===== src/rtl/rv32imc_types.sv =====
// rv32imc_types: shared types for the RV32IMC execute stage.
package rv32imc_types;

   typedef enum logic [1:0] {
      ss_div = 2'b00,
      uu_div = 2'b01,
      ss_rem = 2'b10,
      uu_rem = 2'b11
   } div_type_t;

   typedef enum logic [1:0] {
      IDLE = 2'b00,
      CALC = 2'b01,
      DONE = 2'b10
   } div_state_t;

   function automatic int div_iters(input int width, input int bits_per_cycle);
      return width / bits_per_cycle;
   endfunction

   localparam int DIV_WIDTH = 32;
   localparam int DIV_BITS_PER_CYCLE = 1;
   localparam int DIV_ITERS = div_iters(DIV_WIDTH, DIV_BITS_PER_CYCLE);

endpackage


===== src/rtl/rv32_div_step.sv =====
// rv32_div_step: one combinational restoring division step (shift-in, trial subtract, select).
module rv32_div_step #(
   parameter int WIDTH = 32
) (
   input  logic [WIDTH:0]   rem_in,
   input  logic [WIDTH-1:0] quot_in,
   input  logic [WIDTH-1:0] divisor,
   output logic [WIDTH:0]   rem_out,
   output logic [WIDTH-1:0] quot_out
);

   logic [WIDTH+1:0] shifted, diff;
   logic qb;

   always_comb begin
      shifted  = {rem_in, quot_in[WIDTH-1]};
      diff     = shifted - {2'b00, divisor};
      qb       = ~diff[WIDTH+1];
      rem_out  = qb ? diff[WIDTH:0] : shifted[WIDTH:0];
      quot_out = {quot_in[WIDTH-2:0], qb};
   end

endmodule


===== src/rtl/rv32_iter_divider.sv =====
// rv32_iter_divider: multi-cycle restoring divider/remainder unit with valid/ready handshake.
// Dividend magnitude sits in quot and shifts out MSB-first while quotient bits shift in.
module rv32_iter_divider
   import rv32imc_types::*;
#(
   parameter int WIDTH = 32,
   parameter int BITS_PER_CYCLE = 1
) (
   input  logic             clk,
   input  logic             rst_n,
   input  logic             flush,
   input  logic             req_valid,
   output logic             req_ready,
   input  div_type_t        div_type,
   input  logic [WIDTH-1:0] dividend,
   input  logic [WIDTH-1:0] divisor,
   output logic             resp_valid,
   input  logic             resp_ready,
   output logic [WIDTH-1:0] result
);

   localparam int ITERS = div_iters(WIDTH, BITS_PER_CYCLE);
   localparam int CW = $clog2(ITERS + 1);
   localparam logic [WIDTH-1:0] MIN = {1'b1, {(WIDTH-1){1'b0}}};

   div_state_t state, state_nxt;
   div_type_t typ;
   logic [CW-1:0] count;
   logic [WIDTH:0] rem;
   logic [WIDTH-1:0] quot, dsr, a_mag, b_mag, special_res, q_fin, r_fin, calc_res;
   logic q_neg, r_neg, sgn, a_neg, b_neg, div_zero, ovf, special, last;
   logic [WIDTH:0] rem_c [BITS_PER_CYCLE+1];
   logic [WIDTH-1:0] quot_c [BITS_PER_CYCLE+1];

   assign rem_c[0] = rem;
   assign quot_c[0] = quot;

   for (genvar i = 0; i < BITS_PER_CYCLE; i++) begin : g_step
      rv32_div_step #(.WIDTH(WIDTH)) u_step (
         .rem_in  (rem_c[i]),
         .quot_in (quot_c[i]),
         .divisor (dsr),
         .rem_out (rem_c[i+1]),
         .quot_out(quot_c[i+1])
      );
   end

   always_comb begin
      sgn         = ~div_type[0];
      a_neg       = sgn & dividend[WIDTH-1];
      b_neg       = sgn & divisor[WIDTH-1];
      a_mag       = a_neg ? -dividend : dividend;
      b_mag       = b_neg ? -divisor : divisor;
      div_zero    = divisor == '0;
      ovf         = sgn && dividend == MIN && &divisor;
      special     = div_zero | ovf;
      special_res = div_type[1] ? (div_zero ? dividend : '0) : (div_zero ? '1 : MIN);
      q_fin       = quot_c[BITS_PER_CYCLE];
      r_fin       = rem_c[BITS_PER_CYCLE][WIDTH-1:0];
      calc_res    = typ[1] ? ((~typ[0] & r_neg) ? -r_fin : r_fin)
                           : ((~typ[0] & q_neg) ? -q_fin : q_fin);
      last        = count == CW'(1);
   end

   always_ff @(posedge clk or negedge rst_n)
      if (!rst_n) state <= IDLE;
      else state <= state_nxt;

   // flush overrides every transition, including acceptance in IDLE
   always_comb
      state_nxt = flush           ? IDLE :
                  state == IDLE   ? (req_valid ? (special ? DONE : CALC) : IDLE) :
                  state == CALC   ? (last ? DONE : CALC) :
                  resp_ready      ? IDLE : DONE;

   always_comb begin
      req_ready  = state == IDLE;
      resp_valid = state == DONE;
   end

   always_ff @(posedge clk or negedge rst_n) begin
      if (!rst_n) begin
         typ    <= ss_div;
         q_neg  <= 1'b0;
         r_neg  <= 1'b0;
         count  <= '0;
         rem    <= '0;
         quot   <= '0;
         dsr    <= '0;
         result <= '0;
      end else if (!flush) begin
         if (state == IDLE && req_valid) begin
            typ   <= div_type;
            q_neg <= dividend[WIDTH-1] ^ divisor[WIDTH-1];
            r_neg <= dividend[WIDTH-1];
            count <= CW'(ITERS);
            rem   <= '0;
            quot  <= a_mag;
            dsr   <= b_mag;
            if (special) result <= special_res;
         end else if (state == CALC) begin
            rem   <= rem_c[BITS_PER_CYCLE];
            quot  <= quot_c[BITS_PER_CYCLE];
            count <= count - 1'b1;
            if (last) result <= calc_res;
         end
      end
   end

endmodule


===== config.mk =====
export PLATFORM = sky130hd
export DESIGN_NAME = rv32_iter_divider
export DESIGN_NICKNAME = d
export VERILOG_FILES = /design/src/rtl/rv32imc_types.sv /design/src/rtl/rv32_div_step.sv /design/src/rtl/rv32_iter_divider.sv
export SDC_FILE = /design/constraint.sdc
export NUM_CORES = 1
export LEC_CHECK = 0
export ABC_AREA = 1
export ABC_CLOCK_PERIOD_IN_PS = 5500
export BUFFER_PORTS_ARGS = -buffer_cell sky130_fd_sc_hd__buf_2
export CAP_MARGIN = 20
export CORE_MARGIN = 5
export CORE_UTILIZATION = 55
export DETAILED_ROUTE_END_ITERATION = 8
export PLACE_DENSITY = 0.74
export SYNTH_ARGS = -nofsm -noshare
export SYNTH_HDL_FRONTEND = slang
export SYNTH_SLANG_ARGS = --single-unit

===== constraint.sdc =====
create_clock -name clk -period 5.5 [get_ports clk]
set_input_delay 0.55 -clock clk [delete_from_list [all_inputs] [get_ports clk]]
set_output_delay 0.55 -clock clk [all_outputs]
set_load 0.005 [all_outputs]

==> results.env, run 1 <==
DETAIL_ROUTE.DRC_VIOLATIONS=0
CORE_AREA_UM2=22700
LAYOUT_CELLS_SIZED_ABOVE_1=0.106
POSTSYNTHAREAPERCELL_UM2=6.27
CLOCK_TREE.BUFFER_DEPTH=2
CTS_ROOT_BUFFER='clkbuf_16'
WORST_PIN_SLEW_NS=1.02
GRT_ANTENNA_BEFORE_REPAIR=1
PLACE.GP.CONGESTION=0.981
STDCELL_AREA_UM2=14000
CLKSLEWWORSTSETUPHOLDPATHS_NS=0.07
COUNT_OF_WARNINGS_EMITTED_BY_YOSYS=0
AREA_GROWTH_SYN_TO_LAYOUT_PCT=10.0
OUTCOME='finished, final reports clean'
FINAL_HOLD_VIOL_COUNT=0
POST_ROUTE_MINIMUM_PERIOD_NS=4.65
HTREE_DEPTH=4
POST_CTS.RESIZED_INSTANCES=0
FIRST_ITERATION_DETAILED_ROUTING_DRC_COUNT=1473
ROW_COUNT=55
DETAIL_ROUTE.WIRELENGTH_UM=42500
WORST_SETUP_PATH_END_KIND='flip-flop'
ROUTE.DETAILED.WL_PER_INST_UM=17.8
VIA_COUNT_OF_THE_FIRST_GLOBAL_ROUTING_PASS=13200
SYNTH-EDFF-COUNT=0
SYNTH_AREA_UM2=12700
RELSLEWSLACK=0.323
INITIAL_UTILIZATION=0.559
POSTSYNTHCELLCOUNT=2024
YS_SEQ_AREA_FRAC=0.278
NFILLCELLS=2208
PEAK_FANOUT_ALONG_THE_CRITICAL_PATH=41
GRT_MAX_DEGREE=101
TOTALNEGATIVESETUPSLACK_NS=0
POWER.TOTAL_W=0.00976
MAXCAPVIOLCOUNT=0
CLOCK_LATENCY_AT_THE_LATER_PIN_OF_THE_WORST_SKEW_PAIR_NS=0.44
IO-PIN-COUNT=105
HOLDBUFCOUNTCTS=0
SETUP_REPAIR_AFTER_GLOBAL_ROUTING_MISSED_ITS_MARGIN='false'
FF2FF_PATH_DEPTH=27
TIMING.FINAL.MAX_SLEW_VIOLATIONS=0
GRT_FIRST_PASS_WIRELENGTH_UM=69200
SYNTHDISTINCTLIBCELLS=47
HPWLAFTERDP_UM=32200
GRT_OVERFLOW_TOTAL=0
SYNTH_ASYNC_SR_FLOP_SHARE=1.00
FINISH.NET_COUNT=2204
ROUTED_VIA_DENSITY=5.82
FINAL-SETUP-VIOL-COUNT=0
BUFFER_PORTS.INSERTED=104
FINAL_ANTENNA_NET_COUNT=0
DRT-PASS1-ITER-COUNT=6
CHIPWIDTH_UM=162
DETAILED_PLACE.AREA_UM2=13400
DIE_H_UM=162
DIEAREA_UM2=26200
CLOCK_BUFFERS_CREATED_BY_TRITONCTS=17
CLOCK-SKEW-FINAL_NS=0.0160
SYN-NUM-NETS=2135
ROUTED-VIA-COUNT=13900
POSTCTSSETUPBUFFERS=0
CRITICAL_PATH.STARTPOINT_TYPE='flip-flop'
SLOWEST_DELAY_NS=0.42
GROUTE.USAGE.OVERALL=0.329
CLOCK_SINK_COUNT=141
SYNTH-SEQ-CELLS=141
ENDPOINT_ARRIVAL_TIME_ON_THE_CRITICAL_PATH_NS=5.02
PWR_DENSITY_CELL_nW_PER_UM2=699
CRIT_REQUIRED_NS=5.87
HOLD_PATH_CLASS='input pin to asynchronous set/reset pin'
TIMING_WORST_SETUP_PATH_TYPE='flip-flop to flip-flop'
MAIN_FLOP_TYPE_AFTER_SYNTHESIS='dfrtp_1'
TRITONCTS='yes'
IRDROPWORSTVDD_mV=0.399
ANTENNADIODECOUNT=0
STATIC-LEAKAGE-POWER_nW=7.18
WORST_PATH_MAX_DELAY_CELL='dfrtp_1'
FINAL_MIN_PERIOD_OVER_CLOCK_PERIOD=0.845
CLOCK.FMAX_MHz=215
metal layers:
layer | global-route usage | share of wire
met2 | 0.510 | 0.45
met3 | 0.0482 | 0.081
met4 | 0.102 | 0.026
met1 | 0.476 | 0.45
met5 | 0 | 0
cell families (layout without fill, tap and decap cells):
logic type      after synthesis  in the layout  synth area share
xor+xnor                     68             68            0.0469
simple gates               1037           1037             0.354
buf+inv                     339            421             0.105
fa+ha+maj                    40             40            0.0400
flops                       141            141             0.278
compound gates              399            399             0.176
registers in the layout, summed over array words and instances (netlist names):
name    flops
typ         2
q_neg       1
quot       32
r_neg       1
rem        33
dsr        32
state       2
result     32
count       6
synthesized netlist by cell type, types with 5 or more instances:
| master | count | area, um2 |
|---|---|---|
| nand2_2 | 21 | 131 |
| nand3_2 | 6 | 60.1 |
| nor2_4 | 5 | 56.3 |
| nand3b_1 | 5 | 37.5 |
| nor2_2 | 9 | 56.3 |
| nand3_1 | 131 | 656 |
| nor4_1 | 11 | 68.8 |
| a21oi_1 | 90 | 450 |
| o21bai_1 | 8 | 60.1 |
| dfrtp_1 | 141 | 3530 |
| nor2_1 | 199 | 747 |
| xor2_1 | 49 | 429 |
| xnor2_1 | 19 | 166 |
| clkbuf_1 | 53 | 199 |
| nor3_1 | 34 | 170 |
| o21ai_1 | 16 | 80.1 |
| o221ai_1 | 17 | 149 |
| nand2_4 | 7 | 78.8 |
| buf_6 | 5 | 56.3 |
| o31ai_1 | 6 | 45.0 |
| inv_2 | 10 | 37.5 |
| nand4_1 | 30 | 188 |
| inv_1 | 255 | 957 |
| o22ai_1 | 24 | 150 |
| a31oi_1 | 20 | 125 |
| o21ai_0 | 188 | 941 |
| nand2_1 | 568 | 2130 |
| ha_1 | 39 | 488 |
| o211ai_1 | 16 | 120 |
cell type report:
class / instances / area (um2) / area share
Clock buffer: 17 / 425 / 0.0305
Tap cell: 285 / 357 / 0.0255
Multi-Input combinational cell: 1544 / 7830 / 0.561
Timing Repair Buffer: 120 / 647 / 0.0463
Clock inverter: 15 / 168 / 0.0120
Inverter: 269 / 1010 / 0.0723
Sequential cell: 141 / 3530 / 0.253
path summary, 6_finish.rpt:
path | slack, ns | to | start
max | 0.85 | result[30]$_DFFE_PN0P_ | rem[6]$_DFFE_PN0P_
min | 0.20 | dsr[22]$_DFFE_PN0P_ | rst_n
max reg2reg | 0.85 | result[30]$_DFFE_PN0P_ | rem[6]$_DFFE_PN0P_
min reg2reg | 0.48 | result[18]$_DFFE_PN0P_ | result[18]$_DFFE_PN0P_
max in group asynchronous | 4.00 | quot[30]$_DFFE_PN0P_ | rst_n
min in group clk | 0.30 | state[0]$_DFF_PN0_ | flush
cell usage in the layout (no fill, tap or decap), types with 5 or more instances in the layout:
master     instances
a21oi_1           90
a31oi_1           20
buf_2            103
buf_4             16
clkbuf_16         17
dfrtp_1          141
ha_1              39
inv_1            255
inv_2             11
inv_6              7
nand2_1          568
nand2_2           21
nand2_4            7
nand3_1          131
nand3_2            6
nand3b_1           5
nand4_1           30
nor2_1           198
nor2_2            10
nor2_4             5
nor3_1            34
nor4_1            11
o211ai_1          16
o21ai_0          188
o21ai_1           16
o21bai_1           8
o221ai_1          17
o22ai_1           24
o31ai_1            6
xnor2_1           19
xor2_1            49
worst max-delay path: cells and delay by family (launching register included):
kind | cells | cell delay, ns
AOI/OAI and AO/OA | 4 | 0.59
DFF | 1 | 0.42
and+or+nand+nor | 20 | 2.83
adders and majority gates | 2 | 0.64
buffers and inverters | 1 | 0.07
report_power, final:
group          switching [W]  internal [W]  total, W
clock network       0.000544      0.000648   0.00119
registers           0.000322       0.00144   0.00176
logic                0.00474       0.00206   0.00681
per-stage QoR:
stage / setup slack [ns] / utilization / instances / hold WS [ns]
floorplan: 1.78 / - / 2024 / 0.254
global placement: 1.07 / 0.589 / 2359 / 0.458
detailed placement: 0.960 / 0.589 / 2359 / 0.461
CTS: 0.920 / 0.615 / 2391 / 0.294
global route: 0.400 / 0.615 / 2391 / 0.303
finish: 0.853 / 0.615 / 2391 / 0.203
Power figures use the tool's default switching activity.
==> run 2: changes to the inputs <==
ABC_CLOCK_PERIOD_IN_PS = 4000   (was 5500)
PLACE_DENSITY = 0.77   (was 0.74)
clock period = 4 ns   (was 5.5 ns; I/O delays follow)
==> results.env, run 2 (same netlist as run 1, synthesis figures left out) <==
HOLD_PATH_CLASS='input pin to asynchronous set/reset pin'  # unchanged
DIEAREA_UM2=26200  # unchanged
ENDPOINT_ARRIVAL_TIME_ON_THE_CRITICAL_PATH_NS=4.18  # was 5.02 ns
CORE_AREA_UM2=22700  # unchanged
WORST_PATH_MAX_DELAY_CELL='dfrtp_1'  # unchanged
FINAL_ANTENNA_NET_COUNT=0  # unchanged
FINALWORSTSETUPSLACK_NS=0.180  # was 0.853 ns
WORST_PIN_SLEW_NS=1.06  # was 1.02 ns
CHIPWIDTH_UM=162  # unchanged
AREA_GROWTH_SYN_TO_LAYOUT_PCT=16.5  # was 10.0%
GRT_MAX_DEGREE=85  # was 101
WORST_R2R_STARTPOINT='dsr[31]$_DFFE_PN0P_'  # was rem[6]$_DFFE_PN0P_
FINAL_MIN_PERIOD_OVER_CLOCK_PERIOD=0.955  # was 0.845
FINISH.NET_COUNT=2257  # was 2,204
CRIT_REQUIRED_NS=4.36  # was 5.87 ns
TIMING_WORST_SETUP_PATH_TYPE='flip-flop to flip-flop'  # unchanged
GRT_OVERFLOW_TOTAL=0  # unchanged
PRECTSSETUPSLACK_NS=-0.120  # was 0.960 ns
DETAIL_ROUTE.WIRELENGTH_UM=45800  # was 42,500 um
FF2FF_PATH_DEPTH=26  # was 27
GRT_FIRST_PASS_WIRELENGTH_UM=70200  # was 69,200 um
REGTOREGENDPOINT='result[30]$_DFFE_PN0P_'  # unchanged
DETAIL_ROUTE.DRC_VIOLATIONS=0  # unchanged
TRITONCTS='yes'  # unchanged
REG2REG_SLACK_NS=0.18  # was 0.85 ns
PEAK_FANOUT_ALONG_THE_CRITICAL_PATH=3  # was 41
GRT_ANTENNA_BEFORE_REPAIR=0  # was 1
RELSLEWSLACK=0.291  # was 0.323
FINAL_HOLD_VIOL_COUNT=0  # unchanged
BUFFER_PORTS.INSERTED=104  # unchanged
INTERNAL_POWER_W=0.00633  # was 0.00415 W
PLACE.GP.CONGESTION=0.976  # was 0.981
DIE_H_UM=162  # unchanged
LARGEST_REGISTER_FF_COUNT=33  # unchanged
POST_ROUTE_MINIMUM_PERIOD_NS=3.82  # was 4.65 ns
INITIAL_UTILIZATION=0.559  # unchanged
HTREE_DEPTH=4  # unchanged
COMBINATIONALPOWERSHARE=0.722  # was 0.697
TOP_REGISTER='rem'  # unchanged
CTS_ROOT_BUFFER='clkbuf_16'  # unchanged
NET-SWITCHING-POWER_W=0.00829  # was 0.00561 W
CRITPATHTOPFAMILY='simple AND/OR/NAND/NOR gates'  # unchanged
FIRST_ITERATION_DETAILED_ROUTING_DRC_COUNT=1730  # was 1,473
WORST_SETUP_PATH_END_KIND='flip-flop'  # unchanged
HPWLAFTERDP_UM=34300  # was 32,200 um
CLOCK_TREE.BUFFER_DEPTH=2  # unchanged
PWR_DENSITY_CELL_nW_PER_UM2=988  # was 699 nW/um2
CP.BUFFERS_INVERTERS=3  # was 1
SLOWEST_DELAY_NS=0.35  # was 0.42 ns
MOST-COMMON-LAYOUT-CELLS='nand2_1, inv_1, nor2_1'  # unchanged
CLOCK_BUFFERS_CREATED_BY_TRITONCTS=17  # unchanged
OUTCOME='finished, final reports clean'  # unchanged
FINAL-SETUP-VIOL-COUNT=0  # unchanged
WHS_NS=0.0256  # was 0.203 ns
CLOCK_LATENCY_AT_THE_LATER_PIN_OF_THE_WORST_SKEW_PAIR_NS=0.44  # about the same
ROUTED-VIA-COUNT=14500  # was 13,900
POWER.SHARE.SWITCHING=0.567  # was 0.575
CRITICAL_PATH.STARTPOINT_TYPE='flip-flop'  # unchanged
CLOCK-SKEW-FINAL_NS=0.0165  # was 0.0160 ns
TOTALNEGATIVESETUPSLACK_NS=0  # unchanged
CLOCK_SINK_COUNT=141  # unchanged
VIA_COUNT_OF_THE_FIRST_GLOBAL_ROUTING_PASS=13300  # was 13,200
CPMOSTUSEDCELL='nand2_4'
ROUTE.DETAILED.WL_PER_INST_UM=18.7  # was 17.8 um
STATIC-LEAKAGE-POWER_nW=7.42  # was 7.18 nW
MAXCAPVIOLCOUNT=0  # unchanged
LAYOUT_CELLS_SIZED_ABOVE_1=0.157  # was 0.106
CLKSLEWWORSTSETUPHOLDPATHS_NS=0.07  # about the same
ROUTED_VIA_DENSITY=5.93  # was 5.82
GROUTE.USAGE.OVERALL=0.335  # was 0.329
IRDROPWORSTVDD_mV=0.512  # was 0.399 mV
CLOCK.FMAX_MHz=262  # was 215 MHz
SEQPWRFRAC=0.169  # was 0.181
FINISH.UTILIZATION=0.651  # was 0.615
POWER.SHARE.CLOCK=0.109  # was 0.122
LAYOUT.CELLS.MOST_COMMON='nand2_1'  # unchanged
TIMING.FINAL.MAX_SLEW_VIOLATIONS=0  # unchanged
DRT-PASS1-ITER-COUNT=8  # was 6
IO-PIN-COUNT=105  # unchanged
ROW_COUNT=55  # unchanged
==> run 2: changes by cell type in the layout (fill, tap and decap cells not counted), sizes merged, moves of 2 or more <==
cell      change
clkinv        -4
buf          +52
inv           -3
clkinvlp      +5
clkbuf        +2
==> run 2: repair_timing <==
action	CTS	global route
pin swaps	0	22
hold buffers	0	0
gates resized for setup	3	79
setup endpoints to repair	4	10
gates cloned	0	1
setup buffers	0	19
==> run 2: per-layer routing <==
metal | vias up | track usage | wire [um]
met5 | - | 0 | 0
met4 | 0 | 0.106 | 1540
met3 | 118 | 0.0655 | 4260
met2 | 762 | 0.523 | 20600
met1 | 6742 | 0.470 | 19400
li1 | 6867 | - | -
==> run 2: area by class of cell <==
cell class,instances,area (um2)
inverters,269,1010
repair buffers,172,1060
multi-input cells,1545,8270
well taps,285,357
fillers,2164,7920
diodes,1,2.50
clock inverters,13,129
clock buffers,19,433
flip-flops and latches,141,3530
==> run 2: worst max path at each step <==
| stage | from | to | cells past startpoint |
|---|---|---|---|
| after floorplan | rem[23]$_DFFE_PN0P_ | result[30]$_DFFE_PN0P_ | 28 |
| final | dsr[31]$_DFFE_PN0P_ | result[30]$_DFFE_PN0P_ | 26 |
| after global routing | dsr[4]$_DFFE_PN0P_ | result[30]$_DFFE_PN0P_ | 30 |
| after CTS | rem[23]$_DFFE_PN0P_ | result[30]$_DFFE_PN0P_ | 26 |
| after global placement | rem[23]$_DFFE_PN0P_ | result[30]$_DFFE_PN0P_ | 26 |
| after detailed placement | rem[23]$_DFFE_PN0P_ | result[30]$_DFFE_PN0P_ | 26 |
==> run 2: power by group through the flow <==
stage	registers (W)	logic (W)	clock network, W
6_report	0.00247	0.0105	0.00159
5_1_grt	0.00254	0.0115	0.00166
4_1_cts	0.00242	0.00965	0.00159
3_5_place_dp	0.00244	0.00959	0
3_3_place_gp	0.00241	0.00946	0
2_1_floorplan	0.00234	0.00695	0
==> run 2: stage by stage <==
step	instances	power, W	area [um2]
6_report	2445	0.0146	14800
5_1_grt	2444	0.0158	14800
4_1_cts	2424	0.0137	14200
3_5_place_dp	2392	0.0120	13600
3_3_place_gp	2392	0.0119	13600
2_1_floorplan	2024	0.00929	12700
